<file path="config.mk">
export PLATFORM = sky130hd
export DESIGN_NAME = soc_run_monitor
export DESIGN_NICKNAME = d
export VERILOG_FILES = /design/src/rtl/soc_mon_pkg.sv /design/src/rtl/sat_counter.sv /design/src/rtl/soc_run_monitor.sv
export SDC_FILE = /design/constraint.sdc
export NUM_CORES = 1
export LEC_CHECK = 0
export CORE_MARGIN = 3
export CORE_UTILIZATION = 39
export CTS_BUF_LIST = sky130_fd_sc_hd__clkbuf_4 sky130_fd_sc_hd__clkbuf_8
export CTS_CLUSTER_SIZE = 12
export DETAILED_ROUTE_END_ITERATION = 6
export HOLD_SLACK_MARGIN = 0.03
export PLACE_DENSITY = 0.72
export SLEW_MARGIN = 25
export SYNTH_ARGS = -nofsm -noshare
export SYNTH_HDL_FRONTEND = slang
export SYNTH_SLANG_ARGS = --single-unit
</file>
<file path="constraint.sdc">
create_clock -name clk -period 2.2 [get_ports clk]
set_clock_uncertainty 0.05 [all_clocks]
set_input_delay 0.55 -clock clk [delete_from_list [all_inputs] [get_ports clk]]
set_output_delay 0.55 -clock clk [all_outputs]
set_load 0.03 [all_outputs]
</file>
<file path="src/rtl/soc_mon_pkg.sv">
// Shared definitions for the run monitor: state encoding and halt defaults.
package soc_mon_pkg;

    typedef enum logic [1:0] {
        ST_IDLE    = 2'd0,
        ST_RUN     = 2'd1,
        ST_DONE    = 2'd2,
        ST_TIMEOUT = 2'd3
    } mon_state_t;

    localparam int          HALT_REG_DEF   = 31;
    localparam logic [31:0] HALT_VALUE_DEF = 32'h0000_03FF;

endpackage

</file>
<file path="src/rtl/sat_counter.sv">
// Saturating up-counter with synchronous reset and clear; holds at all-ones.
module sat_counter #(
    parameter int W = 32
) (
    input  logic         clk,
    input  logic         rst,
    input  logic         clr,
    input  logic         inc,
    output logic [W-1:0] q
);

    logic [W-1:0] r_q;

    always_ff @(posedge clk) begin
        if (rst || clr) begin
            r_q <= '0;
        end else if (inc && (r_q != {W{1'b1}})) begin
            r_q <= r_q + W'(1);
        end
    end

    assign q = r_q;

endmodule

</file>
<file path="src/rtl/soc_run_monitor.sv">
// Program run monitor: counts RUN cycles and events until a halt-register write
// or a run-length timeout, then freezes the counters until cleared.
//
// state      | meaning
// -----------|------------------------------------------------------
// ST_IDLE    | counters held at zero, waiting for enable_i
// ST_RUN     | counting cycles/events, watching for halt or timeout
// ST_DONE    | halt write seen, counters frozen until clear_i
// ST_TIMEOUT | run length hit TIMEOUT_CYCLES, frozen until clear_i
module soc_run_monitor
    import soc_mon_pkg::*;
#(
    parameter int          CNT_W          = 32,
    parameter int          NUM_EVT        = 4,
    parameter int          HALT_REG       = HALT_REG_DEF,
    parameter logic [31:0] HALT_VALUE     = HALT_VALUE_DEF,
    parameter int          TIMEOUT_CYCLES = 50000
) (
    input  logic                     clk,
    input  logic                     rst,
    input  logic                     enable_i,
    input  logic                     clear_i,
    input  logic [NUM_EVT-1:0]       evt_i,
    input  logic                     rf_we_i,
    input  logic [4:0]               rf_waddr_i,
    input  logic [31:0]              rf_wdata_i,
    output logic [1:0]               state_o,
    output logic [CNT_W-1:0]         cycle_cnt_o,
    output logic [NUM_EVT*CNT_W-1:0] evt_cnt_o,
    output logic                     done_o,
    output logic                     timeout_o
);

    localparam int         TMO_W    = $clog2(TIMEOUT_CYCLES + 1);
    localparam logic [4:0] HALT_IDX = 5'(HALT_REG);

    mon_state_t       r_state;
    mon_state_t       w_state_nxt;
    logic [TMO_W-1:0] r_tmo_left;
    logic             r_done;
    logic             r_timeout;
    logic             w_run;
    logic             w_clr;
    logic             w_halt_hit;
    logic             w_tmo_hit;

    assign w_run = (r_state == ST_RUN);
    assign w_clr = ((r_state == ST_DONE) || (r_state == ST_TIMEOUT)) && clear_i;

    // Index 0 is the hard-wired zero register; a write there is never a halt.
    assign w_halt_hit = w_run && rf_we_i && (rf_waddr_i == HALT_IDX)
                        && (rf_waddr_i != 5'd0) && (rf_wdata_i == HALT_VALUE);

    // Run length is tracked separately so timeout still fires when the
    // visible cycle counter has saturated below TIMEOUT_CYCLES.
    assign w_tmo_hit = w_run && (r_tmo_left == TMO_W'(1));

    always_ff @(posedge clk) begin
        if (rst || (r_state == ST_IDLE)) begin
            r_tmo_left <= TMO_W'(TIMEOUT_CYCLES);
        end else if (w_run && (r_tmo_left != '0)) begin
            r_tmo_left <= r_tmo_left - TMO_W'(1);
        end
    end

    always_ff @(posedge clk) begin
        if (rst) begin
            r_state   <= ST_IDLE;
            r_done    <= 1'b0;
            r_timeout <= 1'b0;
        end else begin
            r_state   <= w_state_nxt;
            r_done    <= (w_state_nxt == ST_DONE);
            r_timeout <= (w_state_nxt == ST_TIMEOUT);
        end
    end

    always_comb begin
        w_state_nxt = r_state;
        case (r_state)
            ST_IDLE: begin
                if (enable_i) w_state_nxt = ST_RUN;
            end
            ST_RUN: begin
                if (w_halt_hit)     w_state_nxt = ST_DONE;
                else if (w_tmo_hit) w_state_nxt = ST_TIMEOUT;
            end
            ST_DONE, ST_TIMEOUT: begin
                if (clear_i) w_state_nxt = ST_IDLE;
            end
            default: w_state_nxt = ST_IDLE;
        endcase
    end

    sat_counter #(.W(CNT_W)) u_cycle_cnt (
        .clk (clk),
        .rst (rst),
        .clr (w_clr),
        .inc (w_run),
        .q   (cycle_cnt_o)
    );

    for (genvar k = 0; k < NUM_EVT; k++) begin : g_evt
        sat_counter #(.W(CNT_W)) u_evt_cnt (
            .clk (clk),
            .rst (rst),
            .clr (w_clr),
            .inc (w_run && evt_i[k]),
            .q   (evt_cnt_o[k*CNT_W +: CNT_W])
        );
    end

    assign state_o   = r_state;
    assign done_o    = r_done;
    assign timeout_o = r_timeout;

endmodule

</file>
==> flow_metrics.tcl, run 1 <==
set metrics [dict create \
    status "completed" \
    netlist_top_cells_area "dfxtp_1 39%, or4_1 4.7%, nand2_1 4.4%" \
    setup.worst_path.class "in2reg" \
    core_sq_um 23100 \
    arrival_ps 2550 \
    cts.clk_slew.worst_paths_ps 110 \
    finalWeightedCongestion 0.852 \
    fin_crit_ps 2200 \
    syn-num-nets 1156 \
    fin_ws_ps 1.94 \
    vias 9683 \
    die-area_sq_um 25800 \
    syn2layout_area_growth_pct 44.3 \
    grt_pass1_vias 9206 \
    fin_crit_sh_pct 99.9 \
    cp_cell_sequence "clkdlybuf4s50_1, nand3b_1, or4_1, buf_4, or4_1, a21oi_1" \
    worstSetupEndpointType "register" \
    synth_edf_count 0 \
    track_usage_pct 21.0 \
    fp.dieH_um 160 \
    cap_violations 0 \
    drt.antenna.violating_nets 0 \
    synth_common_cells "180 x dfxtp_1, 110 x nand2_1, 90 x nor2_1" \
    grt_max_degree 39 \
    crit_path_max_incr_delay_ps 590 \
    hp-class "reg2reg" \
    required_ps 2550 \
    layout.cells.non_filler 1751 \
    fin_nets 1479 \
    antennaDiodeCount 0 \
    drive_gt1_share_pct 21.9 \
    cts_tree "built" \
    hpwl_um 20600 \
    drv_slew 0 \
    place_ws_ps -451 \
    synthDominantCellAreaShare_pct 38.7 \
    cts_buffers 17 \
    io_pins 210 \
    final-hold-violation-count 0 \
    ys_ff_latch 180 \
    clk_latency_ps 460 \
    power.density_nw_per_um2 456 \
    syn_area_sq_um 9310 \
    slew_headroom_pct 72.6 \
    crit_fanout 6 \
    die-width_um 160 \
    yosys.area.top_type "dfxtp_1" \
    row_count 55 \
    async_flop_share_pct 0 \
    start_util_pct 40.4 \
    synth_cell_types 74 \
    first_pass_iters 7 \
    ctsLongestPathBuffers 2 \
    viasPerCell 5.53 \
    irDropWorstVdd_v 0.000341 \
    cts_hold_buf 0 \
    clockRootBuffer "clkbuf_8" \
    grt_first_pass_wirelength_um 45700 \
    clkSinkCount 180 \
    grt_antenna_before_repair 0 \
    drt-initial-drc-count 608 \
    synth_most_common_cell "dfxtp_1" \
    gr-total-overflow 0 \
    leakage_uw 0.00573 \
    setup_violations 0 \
    numPortBuffers 209 \
    htreeDepth 4 \
    fmax_mhz 455 \
    start_kind "input port" \
    nFillCells 2089 \
    cp_common_cell "or4_1" \
    ys.warnings.count 0 \
    syn_avg_cell_area_sq_um 8.45 \
    postSynthCellCount 1102 \
    cpMaxStageDelayCell "or4_1" \
    ys.flop_type "dfxtp_1" \
    drt-total-wl_um 27800 \
    dp_cells 1717 \
    worst_pin_slew_ps 401 \
    wire_per_inst_um 15.9 \
    drc 0 \
    ys_seq_area_share_pct 38.7 \
]
[repair_timing]
item	4_1_cts	5_1_grt
cloned	0	1
pin swaps	0	10
buffers inserted	0	1
endpoints found under the setup margin	113	87
resized for setup	111	76
[worst max-delay path, delay by kind of cell]
kind                   cells  cell delay [ps]
and+or+nand+nor            3             1170
AOI/OAI and AO/OA          1              150
buffers and inverters      2              680
[cells in the final DEF (no fill, tap or decap), types with 34 or more instances in the layout]
cell type,Yosys,routed
or4_1,58,51
dlymetal6s2s_1,0,42
nor2_1,90,89
clkdlybuf4s50_1,0,58
or3_1,37,35
dfxtp_2,0,44
nand3_1,50,49
dfxtp_1,180,127
nand2_1,110,110
nand4_1,48,48
a21oi_1,73,72
o31ai_1,34,34
buf_4,0,140
xnor2_1,39,39
dlygate4sd2_1,0,108
[sequential cells by signal, summed over array words and instances, names as in the netlist]
signal / cells
timeout_o: 1
done_o: 1
u_cycle_cnt.q: 32
state_o: 2
g_evt.u_evt_cnt.q: 128
r_tmo_left: 16
[metal layers]
layer | wire length, um | GRT usage, %
met1 | 12600 | 27.8
met2 | 13400 | 35.4
met3 | 1450 | 4.51
met4 | 278 | 4.34
met5 | 0 | 0
[final cells by class]
cell class                 count  area (sq um)  share of cell area (%)
clock buffer                  18           248                    1.84
clock inverter                14           168                    1.25
inverter                      28           105                   0.783
multi-input combinational    841          5560                    41.4
sequential                   180          3690                    27.5
tap                          313           392                    2.92
timing repair buffer         357          3270                    24.3
[worst paths after layout]
path	start	cells past startpoint	slack, ps	endpoint
max reg2reg	r_tmo_left[5]	5	50	r_tmo_left[13]
min reg2reg	g_evt[0].u_evt_cnt.q[4]	2	440	g_evt[0].u_evt_cnt.q[4]
min	g_evt[0].u_evt_cnt.q[4]	2	440	g_evt[0].u_evt_cnt.q[4]
max	evt_i[3]	6	2	g_evt[3].u_evt_cnt.q[23]
[logic make-up (layout without fill, tap and decap cells)]
| group | count (synthesis) | in the layout | synth area share, % |
|---|---|---|---|
| buffers and inverters | 81 | 417 | 4.09 |
| DFF | 180 | 180 | 38.7 |
| xor gates and xnor gates | 57 | 57 | 5.44 |
| and+or+nand+nor | 542 | 542 | 33.1 |
| AOI/OAI and AO/OA | 215 | 215 | 15.6 |
| adders and majority gates | 8 | 8 | 1.08 |
| muxes | 19 | 19 | 2.04 |
[where the power goes]
part	internal, uW	switching [uW]	total, uW
Sequential	3260	15.6	3280
Combinational	213	224	437
Clock	1080	1330	2410
Total	4560	1570	6130
[stage by stage]
stage                     cell area [sq um]  power [uW]  TNS [ps]  hold WS, ps  utilization (%)
after floorplan                        9450        3550     -63.7          406                -
after global placement                12900        3790    -18430          406             55.8
after detailed placement              12900        3790    -20240          419             55.8
after CTS                             13200        6200         0          435             57.1
after global routing                  13400        6400     -13.6          469             58.3
final                                 13400        6130         0          437             58.3
No activity file was read; power rests on OpenSTA's default activity.
==> inputs of run 2 (changes only) <==
--- a/config.mk
+++ b/config.mk
@@ -6,12 +6,12 @@
 export NUM_CORES = 1
 export LEC_CHECK = 0
 export CORE_MARGIN = 3
-export CORE_UTILIZATION = 39
+export CORE_UTILIZATION = 47
 export CTS_BUF_LIST = sky130_fd_sc_hd__clkbuf_4 sky130_fd_sc_hd__clkbuf_8
 export CTS_CLUSTER_SIZE = 12
 export DETAILED_ROUTE_END_ITERATION = 6
 export HOLD_SLACK_MARGIN = 0.03
-export PLACE_DENSITY = 0.72
+export PLACE_DENSITY = 0.83
 export SLEW_MARGIN = 25
 export SYNTH_ARGS = -nofsm -noshare
 export SYNTH_HDL_FRONTEND = slang
==> run 2 against run 1 <==
  * Total power up 3.3%
  * Routed wire length shrank 1.3%
  * Die area fell by 16%
  * Via count grew 1.5%
  * Critical path depth did not move
  * Fmax up 1.7%
  * Hold slack got worse by 11 ps
  * Final area shrank 0.16%
  * Sequential cell count did not move
  * Combinational power down 3%
  * First-iteration DRC count is 7.2% lower
  * Register-to-register slack barely moved
  * Critical path type is now reg2reg
  * Largest cell class unchanged
==> flow_metrics.tcl, run 2 (synthesized netlist as in run 1, its figures left out) <==
set metrics [dict create \
    status "completed" \
    die-width_um 147 \
    track_usage_pct 24.2 \
    required_ps 2550 \
    syn2layout_area_growth_pct 44.0 \
    setup.worst_path.class "reg2reg" \
    grt_antenna_before_repair 0 \
    clkSinkCount 180 \
    dp_cells 1661 \
    path_buf_inv 0 \
    die-area_sq_um 21500 \
    r2r_end "g_evt[3].u_evt_cnt.q[14]" \
    first_pass_iters 5 \
    grt_pass1_vias 9194 \
    clockRootBuffer "clkbuf_8" \
    viasPerCell 5.79 \
    layout.cells.non_filler 1698 \
    core_sq_um 19100 \
    setup_violations 0 \
    drt-total-wl_um 27400 \
    whs_endpoint "g_evt[3].u_evt_cnt.q[17]" \
    vias 9833 \
    cts_hold_buf 0 \
    cap_violations 0 \
    drt.antenna.violating_nets 0 \
    cts.clk_slew.worst_paths_ps 100 \
    antennaDiodeCount 0 \
    final-hold-violation-count 0 \
    irDropWorstVdd_v 0.000379 \
    dpl_cell_area_sq_um 12800 \
    finalWeightedCongestion 0.893 \
    crit_fanout 5 \
    place_ws_ps -476 \
    setup_tns_ps 0 \
    hpwl_um 20200 \
    fin_nets 1479 \
    r2r_start "g_evt[3].u_evt_cnt.q[1]" \
    final_cell_mix "141 x buf_4, 129 x dfxtp_1, 109 x nand2_1, 89 x nor2_1, 87 x dlygate4sd2_1" \
    fmax_mhz 463 \
    fin_crit_ps 2160 \
    cts_buffers 17 \
    cpMaxStageDelayCell "or3_1" \
    reg2reg_setup_slack_ps 40 \
    reg2regPathDepth 6 \
    hp-start "g_evt[3].u_evt_cnt.q[17]" \
    power.density_nw_per_um2 472 \
    io_pins 210 \
    cp_cell_sequence "ha_2, nand4_1, or3_1, a21o_1, or4_1, a21oi_1" \
    largest_register_ffs 128 \
    worst_pin_slew_ps 496 \
    numPortBuffers 209 \
    drive_gt1_share_pct 21.5 \
    fp.dieH_um 147 \
    layout_commonest_cell "buf_4" \
    rsz0062_at_grt "true" \
    grt_first_pass_wirelength_um 44400 \
    crit_path_max_incr_delay_ps 430 \
    wire_per_inst_um 16.1 \
    arrival_ps 2510 \
    slew_headroom_pct 66.6 \
    start_kind "register" \
    drt-initial-drc-count 564 \
    row_count 50 \
    fin_crit_sh_pct 98.3 \
    grt_max_degree 35 \
    start_util_pct 48.8 \
    hp-class "reg2reg" \
    final_area_sq_um 13400 \
    hold_ws_ps 425 \
    cts_tree "built" \
    nFillCells 1479 \
    leakage_uw 0.00568 \
    fin_ws_ps 38.2 \
    drv_slew 0 \
    worstSetupEndpointType "register" \
    cpLargestDelayFamily "simple AND/OR/NAND/NOR gates" \
    ctsLongestPathBuffers 2 \
    min_path_cells 2 \
    htreeDepth 4 \
    gr-total-overflow 0 \
    clk_latency_ps 460 \
    drc 0 \
]
## run 2: area by class of cell
type | instances | area [sq um] | area share, %
flip-flops and latches | 180 | 3690 | 27.6
clock inverters | 15 | 225 | 1.68
inverters | 28 | 105 | 0.784
well taps | 260 | 325 | 2.43
clock buffers | 17 | 234 | 1.74
repair buffers | 357 | 3290 | 24.5
multi-input cells | 841 | 5540 | 41.3
## run 2: stage by stage
stage                     total power, uW  utilization (%)
after CTS                            6370             68.8
after global routing                 6550             70.3
after floorplan                      3550                -
after detailed placement             3780             66.9
after global placement               3770             66.9
final                                6330             70.3
## run 2: worst max-delay path by stage
stage	cells past startpoint	endpoint	startpoint	slack (ps)
after floorplan	6	r_tmo_left[13]	r_tmo_left[5]	-30
after global placement	6	timeout_o	rf_wdata_i[13]	-400
after detailed placement	6	g_evt[3].u_evt_cnt.q[23]	evt_i[3]	-480
after CTS	1	evt_cnt_o[60]	g_evt[1].u_evt_cnt.q[28]	0.3
after global routing	7	g_evt[3].u_evt_cnt.q[18]	g_evt[3].u_evt_cnt.q[1]	-20
final	6	g_evt[3].u_evt_cnt.q[14]	g_evt[3].u_evt_cnt.q[1]	40
## run 2: worst reg2reg max path, stage by stage, from the launching register on
cell,delay (ps)
dfxtp_4,380
ha_2,200
nand4_1,270
or3_1,430
a21o_1,200
or4_1,410
a21oi_1,160
## run 2: where the power goes
part           leakage [uW]  internal, uW  switching (uW)
clock network      0.000226          1360            1260
logic               0.00398           205             219
registers           0.00148          3260            21.1
## run 2: per-layer routing
metal | share of wire [%] | wire length [um] | up-vias | global-route usage [%]
li1 | - | - | 4787 | -
met1 | 43 | 11900 | 4704 | 32.2
met2 | 50 | 13600 | 306 | 40.3
met3 | 5.5 | 1520 | 36 | 4.69
met4 | 1.5 | 416 | 0 | 6.44
met5 | 0 | 0 | - | 0
## run 2: what timing repair did
| item | CTS | global route |
|---|---|---|
| gates resized for setup | 90 | 74 |
| buffers inserted | 0 | 5 |
| endpoints found under the setup margin | 90 | 103 |
| pin swaps | 0 | 8 |
==> inputs of run 3 (changes only) <==
--- a/config.mk
+++ b/config.mk
@@ -16,3 +16,4 @@
 export SYNTH_ARGS = -nofsm -noshare
 export SYNTH_HDL_FRONTEND = slang
 export SYNTH_SLANG_ARGS = --single-unit
+export TNS_END_PERCENT = 100
==> results of run 3 <==
Final layout, timing and power as in run 2 (identical DEF).
